### src/rtl/key_search_ctrl_if.sv
// Handshake and plaintext-read bundle between key_search_ctrl, its arc4 core and the cracker top.
interface key_search_ctrl_if;
    logic        en;
    logic        rdy;
    logic [23:0] key;
    logic        key_valid;
    logic        arc4_en;
    logic        arc4_rdy;
    logic [23:0] arc4_key;
    logic        pt_sel;
    logic [7:0]  scan_addr;
    logic [7:0]  scan_rddata;

    modport master (
        input  en, arc4_rdy, scan_rddata,
        output rdy, key, key_valid, arc4_en, arc4_key, pt_sel, scan_addr
    );

    modport slave (
        output en, arc4_rdy, scan_rddata,
        input  rdy, key, key_valid, arc4_en, arc4_key, pt_sel, scan_addr
    );
endinterface

### src/rtl/key_search_ctrl.sv
// ARC4 key-space walker: one arc4 run per candidate key, then a printable-ASCII scan of the plaintext.
// Optional feature macro: KEY_SEARCH_EARLY_ABORT_EN (stop scanning at the first bad byte).
//
// state      | meaning
// IDLE       | rdy=1, waiting for en
// ARC4_START | wait for arc4_rdy, then pulse arc4_en
// ARC4_ACK   | dead cycle while arc4 drops rdy
// ARC4_RUN   | wait for arc4 to finish
// LEN_REQ    | plaintext port taken, address 0 on the bus
// LEN_WAIT   | latch message length from byte 0
// SCAN       | pipelined read/check of bytes 1..len
// NEXT_KEY   | advance key or give up at end of key space
// DONE       | publish result, return to IDLE
module key_search_ctrl #(
    parameter logic [23:0] KEY_START = 24'h000000,
    parameter logic [23:0] KEY_STEP  = 24'h000001,
    parameter logic [23:0] KEY_MAX   = 24'hFFFFFF
) (
    input logic               clk,
    input logic               rst_n,
    key_search_ctrl_if.master bus
);

    localparam logic [3:0] S_IDLE       = 4'd0;
    localparam logic [3:0] S_ARC4_START = 4'd1;
    localparam logic [3:0] S_ARC4_ACK   = 4'd2;
    localparam logic [3:0] S_ARC4_RUN   = 4'd3;
    localparam logic [3:0] S_LEN_REQ    = 4'd4;
    localparam logic [3:0] S_LEN_WAIT   = 4'd5;
    localparam logic [3:0] S_SCAN       = 4'd6;
    localparam logic [3:0] S_NEXT_KEY   = 4'd7;
    localparam logic [3:0] S_DONE       = 4'd8;

    logic [3:0]  state;
    logic        rdy_r;
    logic [23:0] key_r;
    logic        key_valid_r;
    logic        arc4_en_r;
    logic        pt_sel_r;
    logic [7:0]  scan_addr_r;
    logic [7:0]  msg_len;
    logic [7:0]  cyc;
    logic        bad;
    logic        hit;

    logic        byte_bad;
    logic [24:0] key_sum;

    // cyc is the index of the byte whose data is on scan_rddata; 0 means nothing to check yet
    assign byte_bad = (cyc != 8'd0) && ((bus.scan_rddata < 8'h20) || (bus.scan_rddata > 8'h7E));
    assign key_sum  = {1'b0, key_r} + {1'b0, KEY_STEP};

    assign bus.rdy       = rdy_r;
    assign bus.key       = key_r;
    assign bus.arc4_key  = key_r;
    assign bus.key_valid = key_valid_r;
    assign bus.arc4_en   = arc4_en_r;
    assign bus.pt_sel    = pt_sel_r;
    assign bus.scan_addr = scan_addr_r;

    always_ff @(posedge clk or negedge rst_n) begin
        if (!rst_n) begin
            state       <= S_IDLE;
            rdy_r       <= 1'b1;
            key_r       <= KEY_START;
            key_valid_r <= 1'b0;
            arc4_en_r   <= 1'b0;
            pt_sel_r    <= 1'b0;
            scan_addr_r <= 8'd0;
            msg_len     <= 8'd0;
            cyc         <= 8'd0;
            bad         <= 1'b0;
            hit         <= 1'b0;
        end else begin
            arc4_en_r <= 1'b0;
            case (state)
                S_IDLE: begin
                    if (bus.en) begin
                        rdy_r       <= 1'b0;
                        key_valid_r <= 1'b0;
                        key_r       <= KEY_START;
                        hit         <= 1'b0;
                        state       <= S_ARC4_START;
                    end
                end
                S_ARC4_START: begin
                    if (bus.arc4_rdy) begin
                        arc4_en_r <= 1'b1;
                        state     <= S_ARC4_ACK;
                    end
                end
                S_ARC4_ACK: state <= S_ARC4_RUN;
                S_ARC4_RUN: begin
                    if (bus.arc4_rdy) begin
                        pt_sel_r    <= 1'b1;
                        scan_addr_r <= 8'd0;
                        state       <= S_LEN_REQ;
                    end
                end
                S_LEN_REQ: state <= S_LEN_WAIT;
                S_LEN_WAIT: begin
                    msg_len <= bus.scan_rddata;
                    if (bus.scan_rddata == 8'd0) begin
                        pt_sel_r <= 1'b0;
                        hit      <= 1'b1;
                        state    <= S_DONE;
                    end else begin
                        scan_addr_r <= 8'd1;
                        cyc         <= 8'd0;
                        bad         <= 1'b0;
                        state       <= S_SCAN;
                    end
                end
                S_SCAN: begin
`ifdef KEY_SEARCH_EARLY_ABORT_EN
                    if (byte_bad) begin
                        pt_sel_r <= 1'b0;
                        state    <= S_NEXT_KEY;
                    end else
`endif
                    if (cyc == msg_len) begin
                        pt_sel_r <= 1'b0;
                        if (bad || byte_bad) begin
                            state <= S_NEXT_KEY;
                        end else begin
                            hit   <= 1'b1;
                            state <= S_DONE;
                        end
                    end else begin
                        cyc <= cyc + 8'd1;
                        bad <= bad | byte_bad;
                        if (scan_addr_r != msg_len) scan_addr_r <= scan_addr_r + 8'd1;
                    end
                end
                S_NEXT_KEY: begin
                    if (key_sum[24] || (key_sum > {1'b0, KEY_MAX})) begin
                        state <= S_DONE;
                    end else begin
                        key_r <= key_sum[23:0];
                        state <= S_ARC4_START;
                    end
                end
                S_DONE: begin
                    rdy_r       <= 1'b1;
                    key_valid_r <= hit;
                    state       <= S_IDLE;
                end
                default: state <= S_IDLE;
            endcase
        end
    end

endmodule
### src/flat_wrapper.sv
// flat-port wrapper written by rule: the top's interface ports become plain ports
module key_search_ctrl_flat 
#(
    parameter logic [23:0] KEY_START = 24'h000000,
    parameter logic [23:0] KEY_STEP  = 24'h000001,
    parameter logic [23:0] KEY_MAX   = 24'hFFFFFF
)
  (clk, rst_n, bus_en, bus_arc4_rdy, bus_scan_rddata, bus_rdy, bus_key, bus_key_valid, bus_arc4_en, bus_arc4_key, bus_pt_sel, bus_scan_addr);
  key_search_ctrl_if bus_i ();
  input logic clk;
  input logic rst_n;
  input wire logic [$bits(bus_i.en)-1:0] bus_en;
  input wire logic [$bits(bus_i.arc4_rdy)-1:0] bus_arc4_rdy;
  input wire logic [$bits(bus_i.scan_rddata)-1:0] bus_scan_rddata;
  output wire logic [$bits(bus_i.rdy)-1:0] bus_rdy;
  output wire logic [$bits(bus_i.key)-1:0] bus_key;
  output wire logic [$bits(bus_i.key_valid)-1:0] bus_key_valid;
  output wire logic [$bits(bus_i.arc4_en)-1:0] bus_arc4_en;
  output wire logic [$bits(bus_i.arc4_key)-1:0] bus_arc4_key;
  output wire logic [$bits(bus_i.pt_sel)-1:0] bus_pt_sel;
  output wire logic [$bits(bus_i.scan_addr)-1:0] bus_scan_addr;
  assign bus_i.en = bus_en;
  assign bus_i.arc4_rdy = bus_arc4_rdy;
  assign bus_i.scan_rddata = bus_scan_rddata;
  assign bus_rdy = bus_i.rdy;
  assign bus_key = bus_i.key;
  assign bus_key_valid = bus_i.key_valid;
  assign bus_arc4_en = bus_i.arc4_en;
  assign bus_arc4_key = bus_i.arc4_key;
  assign bus_pt_sel = bus_i.pt_sel;
  assign bus_scan_addr = bus_i.scan_addr;
  key_search_ctrl #(.KEY_START(KEY_START), .KEY_STEP(KEY_STEP), .KEY_MAX(KEY_MAX)) u_core (.clk(clk), .rst_n(rst_n), .bus(bus_i));
endmodule
### config.mk
export PLATFORM = sky130hd
export DESIGN_NAME = key_search_ctrl_flat
export DESIGN_NICKNAME = d
export VERILOG_FILES = /design/src/rtl/key_search_ctrl_if.sv /design/src/rtl/key_search_ctrl.sv /design/src/flat_wrapper.sv
export SDC_FILE = /design/constraint.sdc
export NUM_CORES = 1
export LEC_CHECK = 0
export CORE_MARGIN = 5
export CORE_UTILIZATION = 30
export CTS_CLUSTER_DIAMETER = 100
export DETAILED_ROUTE_END_ITERATION = 6
export PLACE_DENSITY = 0.5
export SYNTH_ARGS = -nofsm -noshare
export SYNTH_HDL_FRONTEND = slang
export SYNTH_SLANG_ARGS = --single-unit
### constraint.sdc
create_clock -name clk -period 7.9 [get_ports clk]
set_input_delay 1.185 -clock clk [delete_from_list [all_inputs] [get_ports clk]]
set_output_delay 1.185 -clock clk [all_outputs]
set_load 0.02 [all_outputs]
Word level (Yosys, flattened, before mapping)
Cells that the tools add are included.
- $add $sub $neg: 3
- $mul: 0
- divide/modulo/power cells: 0
- magnitude comparators: 3
- eq/ne operators: 20
- shifts and indexed selects: 0
- muxes and demuxes: 35
- bitwise logic cells: 1
- reductions and logical operators: 19
- operator list (kind ; number):
    24-bit 2-to-1 mux ; 2
    8-bit 2-to-1 mux ; 6
    24-bit one-hot mux with 2 select lines ; 1
    4-bit one-hot mux with 8 select lines ; 1
    4-bit 2-to-1 mux ; 7
    24-bit by 1-bit adder with 25-bit output (second input constant) ; 1
    25-bit by 24-bit greater-than comparator with 1-bit output (second input constant) ; 1
    8-bit one-hot mux with 3 select lines ; 1
    8-bit by 1-bit adder with 8-bit output (second input constant) ; 2
    4-bit by 3-bit equality test with 1-bit output (second input constant) ; 4
    8-bit one-hot mux with 2 select lines ; 1
    2-bit != test (second input constant) ; 7
    1-bit 2-to-1 mux ; 11
    5-bit AND reduction ; 2
    4-bit by 2-bit equality test with 1-bit output (second input constant) ; 2
    8-bit equality test ; 1
    8-bit by 7-bit greater-than comparator with 1-bit output (second input constant) ; 1
    8-bit logical NOT ; 1
    8-bit by 6-bit < comparator with 1-bit output (second input constant) ; 1
    8-bit != test ; 1
    4-bit AND reduction ; 2
    8-bit nonzero test ; 1
    2-bit by 1-bit != test with 1-bit output (second input constant) ; 3
    1-bit one-hot mux with 2 select lines ; 3
    other kinds (11) ; 18
- bits in registers: 58
- bits in latches: 0
- bits in writable memories: 0
- ROM bits: 0
- input bits: 12
- output and inout port bits: 60
- memories: 0

Longest topological paths before layout
- word-level depth: 7
- depth in mapped cells: 11
- gate-level depth less buffers: 10

Least setup slack after synthesis
No wires, ideal clock.
- kind: register -> register
- from: register u_core.key_r[0] (netlist: u_core.bus.arc4_key[0])
- to: register u_core.key_r[13] (netlist: u_core.bus.arc4_key[13])
- setup time: 0.068 ns
- data arrival time: 2.990 ns
- required time: 7.832 ns
- slack: 4.842 ns
- cell stages (with the launch flop): 12
- buffers on the path: 1
- cells stage by stage: dfrtp_1 > inv_1 > ha_1 > nand4b_1 > or3_1 > nor4_1 > o211ai_1 > or4_4 > o41ai_4 > or2_1 > buf_4 > a32o_1
- longest elaborated chain between the ends: 5
- RTL lines (element ; RTL line ; source):
    from (decl) ; key_search_ctrl.sv:36 ; logic [23:0] key_r;
    from (signal assigned) ; key_search_ctrl.sv:139 ; key_r <= key_sum[23:0];
    24-bit by 1-bit adder with 25-bit output (*) ; key_search_ctrl.sv:51 ; assign key_sum = {1'b0, key_r} + {1'b0, KEY_STEP};
    25-bit by 24-bit greater-than comparator with 1-bit output ; key_search_ctrl.sv:136 ; if (key_sum[24] || (key_sum > {1'b0, KEY_MAX})) begin
    1-bit logical OR ; key_search_ctrl.sv:136 ;
    2-bit != test (no line) ; -- ;
    3-bit AND reduction (no line) ; -- ;
Mark *: on every way between the ends. The rest lies on a longest branch, timed or not. The select of a mux whose other input is x is not followed.
A chain may end at the register's enable or synchronous reset.

Worst setup path after layout
- from: register u_core.key_r[6] (netlist: u_core.bus.arc4_key[6])
- to: register u_core.key_r[4] (netlist: u_core.bus.arc4_key[4])
- longest elaborated chain between the ends: 5
- RTL lines (element ; RTL line):
    24-bit by 1-bit adder with 25-bit output (*) ; key_search_ctrl.sv:51
    25-bit by 24-bit greater-than comparator with 1-bit output ; key_search_ctrl.sv:136
    1-bit logical OR (*) ; key_search_ctrl.sv:136
    2-bit != test (no line) (*) ; --
    3-bit AND reduction (no line) (*) ; --
Mark *: on every way between the ends. The rest lies on a longest branch, timed or not.

==> impl_summary.md <==
Synth
The number of enable-type register cells in the synthesized netlist is 0. The post-synthesis average cell area is 8.96 µm². The area fraction in and, or, nand and nor cells after synthesis is 0.222. For this run, the register share of the synthesized area comes to 0.405.

The synthesis-stage register bit count is 58. The synthesized-area fraction occupied by ao, oa, aoi and oai cells came to 0.169. The number of different library cells used by synthesis comes to 54.

The share of flip-flops with an asynchronous set or reset after synthesis is 1.00. The post-synthesis xor/xnor area fraction is 0.0708. By area, the combinational part of the netlist is dominated by simple AND/OR/NAND/NOR gates. The synthesized netlist occupies a cell area of 0.00359 mm².

The number of cells produced by synthesis is 400. The area share of fa/ha/maj cells after synthesis is 0.0174. The yosys synthesis warning count is 0.

The net count of the mapped netlist is 417. Measured against the total synthesized area, the mux share comes to 0.0342. The most used flip-flop cell after synthesis is sky130_fd_sc_hd__dfrtp_1.

Power and ir drop
Power spread over the standard cell area amounts to 312 mW/mm². In this run the power spent charging and discharging nets is 549 µW. The share of total power dissipated in sequential elements is 0.361. The share of power burned in the clock network is 0.278. IR analysis of the VDD net gives a maximum drop of between 0.15 and 0.2 mV. The share of total power in combinational logic is 0.361. The leakage power of the design is 0.00183 µW. The cell internal power dissipation is ~870 µW.

Of the total power, the share spent switching nets is 0.388.

Detailed routing
Once detail routing completed, the nets flagged for antenna violations numbered 0. The routed layout has slightly above 3000 vias. After detailed routing, the average wire length per cell comes to 16.1 µm. The remaining design rule violation count is 0. The detailed-routing iteration count for the pre-antenna-repair pass is 4.

Dividing the detail-routed via count by the number of cells gives 5.21. The final routed wirelength across all metal layers is 9610 µm. The number of violations reported at the end of detailed-routing iteration 0 is 193.

Place
The worst slack at placement is 4170 ps. After legalization and detailed placement, the total HPWL measured 6900 µm. The placer congestion estimate is 0.747. The number of placed instances, taps included is 581. The port buffer count is 71.

Timing
Setup slack closes at 4230 ps. Timing would allow up to around 270 MHz. For the finished layout, the period the worst path requires is between 3000 and 4000 ps. Measured against its own limit, the worst slew margin works out to 0.336. The number of hold-slack violations in the final timing report is 0.

The number of failing setup endpoints in the final timing report is 0. On the final layout, the worst clock skew is 6.53 ps. The final total negative setup slack is 0 ps. For the pin with the worst max-slew slack, the measured transition is 997 ps.

Setup repair after global routing left no endpoint under its margin. In the finished design, the share of the clock period the worst path needs comes to 0.465. The total count of max-transition violations in the final report is 0.

Floorplan
The die boundary height is 119 µm. The die covers 0.0142 mm². For this design the top-level I/O count stands at 72. In this run the core area contains 40 standard-cell rows. The core region is 0.0119 mm². The overall die width is 119 µm. The effective utilization at floorplan is 0.302.

Outcome
The run finished with clean final reports.

Global route
The maximum number of pins on one net before global-route repair is roughly 60. The number of antenna violations at the first check in global routing came to 0. The global-route wire length before repair is 15900 µm. The overall global routing resource usage is 0.138.

The total overflow reported by the global router is 0. The number of global-route vias before repair is 3022.

CTS
The clock net in this run drives a total of 58 sinks. In this run, post-CTS repair resized a total of 0 instances. The clock latency reported for the late side of the worst-skew pair is 330 ps. The cell sitting at the root of the clock tree is a sky130_fd_sc_hd__clkbuf_16. The H-tree generated during clock tree synthesis spans 3 levels. TritonCTS built the clock tree. Hold repair after CTS inserted 0 buffers. The maximum root-to-sink buffer count is 2. Post-CTS timing repair inserted 0 buffers for setup. The total CTS buffers is 9. The clock input transition at the sequential cells of the worst setup and hold paths is approximately 50 ps.

Cells and area
The total number of nets in the final design is 462. The proportion of layout cells with a drive suffix above 1 is 0.0800. 0 antenna diodes ended up in the layout.

Relative to the synthesized area, the layout overhead comes to 26.7%. For this run, the share of the core covered by cells in the final layout is 0.383. In the final layout, the multi-input gates occupy about 0.0018 mm². The footprint of the flip-flops and latches is 0.00145 mm². Fill cells in the final layout number 1249.

Once layout is complete, the cells apart from fillers number 597.

Critical path
The worst path required time is slightly above 8000 ps. The worst setup path is captured at a register. Along the worst path, the maximum fanout reaches 20. The worst setup path category is reg -> reg. The worst path arrival time is 3910 ps.

The startpoint kind of the worst setup timing path is a register.

Flow run
Max-cap violations in this run came to 0.

Worst hold path
The worst hold path belongs to the class reg -> reg.
==> critical path: stages (launching register included) <==
cell	delay, ps
sky130_fd_sc_hd__dfrtp_1	470
sky130_fd_sc_hd__nand4_2	280
sky130_fd_sc_hd__nor3_1	770
sky130_fd_sc_hd__nand3_1	180
sky130_fd_sc_hd__xnor2_1	180
sky130_fd_sc_hd__or4_4	530
sky130_fd_sc_hd__o41ai_4	450
sky130_fd_sc_hd__o21ai_2	400
sky130_fd_sc_hd__a31oi_1	320
==> path summary, 6_finish.rpt <==
| path | start | to | slack (ps) | cells after the start |
|---|---|---|---|---|
| max | u_core.bus.arc4_key[6] | u_core.bus.arc4_key[4] | 4230 | 8 |
| min | u_core.bus.key_valid | u_core.bus.key_valid | 490 | 1 |
| max reg2reg | u_core.bus.arc4_key[6] | u_core.bus.arc4_key[4] | 4230 | 8 |
| min reg2reg | u_core.bus.key_valid | u_core.bus.key_valid | 490 | 1 |
| max in group asynchronous | rst_n | u_core.bus.arc4_key[23] | 6370 | 2 |
| min in group asynchronous | rst_n | u_core.bus.arc4_key[21] | 1010 | 2 |
==> cell usage in the layout, fill, tap and decap left out, types with 9 or more instances in the layout <==
cell / synthesis / layout
sky130_fd_sc_hd__o21ai_0: 23 / 23
sky130_fd_sc_hd__mux2_2: 10 / 10
sky130_fd_sc_hd__inv_1: 14 / 14
sky130_fd_sc_hd__nor3_1: 11 / 11
sky130_fd_sc_hd__clkdlybuf4s50_1: 0 / 70
sky130_fd_sc_hd__nor2_1: 39 / 39
sky130_fd_sc_hd__nand2_1: 27 / 27
sky130_fd_sc_hd__a21oi_1: 17 / 17
sky130_fd_sc_hd__clkbuf_16: 0 / 9
sky130_fd_sc_hd__xor2_1: 24 / 24
sky130_fd_sc_hd__dfrtp_1: 57 / 57
sky130_fd_sc_hd__nand3_1: 22 / 22
sky130_fd_sc_hd__a31oi_1: 15 / 15
sky130_fd_sc_hd__nor4_1: 10 / 10
==> state kept, by name, summed over array words and instances, names as in the netlist <==
register,flops
u_core.bus.rdy,1
u_core.bus.scan_addr,8
u_core.bus.pt_sel,1
u_core.cyc,8
u_core.bus.key_valid,1
u_core.state,4
u_core.bus.arc4_en,1
u_core.bus.arc4_key,24
u_core.msg_len,8
u_core.bad,1
u_core.hit,1
==> cells in the mapped netlist, types with 5 or more instances <==
library cell	number	area [µm²]
sky130_fd_sc_hd__a21oi_1	17	85.1
sky130_fd_sc_hd__o21ai_0	23	115
sky130_fd_sc_hd__ha_1	5	62.6
sky130_fd_sc_hd__nand2b_1	7	43.8
sky130_fd_sc_hd__nand3_1	22	110
sky130_fd_sc_hd__nor4_1	10	62.6
sky130_fd_sc_hd__or3_1	6	37.5
sky130_fd_sc_hd__nand4_1	6	37.5
sky130_fd_sc_hd__mux2_2	10	113
sky130_fd_sc_hd__and3_1	7	43.8
sky130_fd_sc_hd__nor2_1	39	146
sky130_fd_sc_hd__clkbuf_1	10	37.5
sky130_fd_sc_hd__inv_1	14	52.6
sky130_fd_sc_hd__a31oi_1	15	93.8
sky130_fd_sc_hd__xor2_1	24	210
sky130_fd_sc_hd__nor3_1	11	55.1
sky130_fd_sc_hd__nand2_1	27	101
sky130_fd_sc_hd__buf_4	25	188
sky130_fd_sc_hd__xnor2_1	5	43.8
sky130_fd_sc_hd__dfrtp_1	57	1430
==> layer usage <==
metal	global-route usage	vias to the layer above	wire (µm)
li1	-	1523	-
met1	0.173	1509	4380
met2	0.230	68	4680
met3	0.0351	13	388
met4	0.0501	0	154
met5	0	-	0
==> through the flow <==
step                      cell area [µm²]  hold WS, ps  power, µW
after floorplan                      3590          474        846
after global placement               4240          488       1020
after detailed placement             4240          484       1030
after CTS                            4540          496       1430
after global routing                 4540          519       1510
final                                4540          490       1420
==> cell type report <==
class,instances,area share
Multi-Input combinational cell,290,0.405
Sequential cell,58,0.320
Timing Repair Buffer,72,0.157
Clock buffer,14,0.0581
Tap cell,147,0.0405
Inverter,14,0.0116
Clock inverter,2,0.00771
==> power by group through the flow <==
stage / Clock [µW] / Combinational [µW] / Sequential (µW)
finish: 394 / 511 / 510
global placement: 0 / 511 / 510
floorplan: 0 / 341 / 505
detailed placement: 0 / 515 / 514
CTS: 406 / 515 / 512
global route: 420 / 557 / 530
==> cell families (layout without fill, tap and decap cells) <==
group	Yosys count	count (layout)
AO/OA/AOI/OAI	91	91
XOR/XNOR	29	29
adder cells (fa/ha/maj)	5	5
buffers and inverters	52	102
flip-flops	58	58
multiplexers	11	11
AND/OR/NAND/NOR	154	154
No activity file was read; power rests on OpenSTA's default activity.
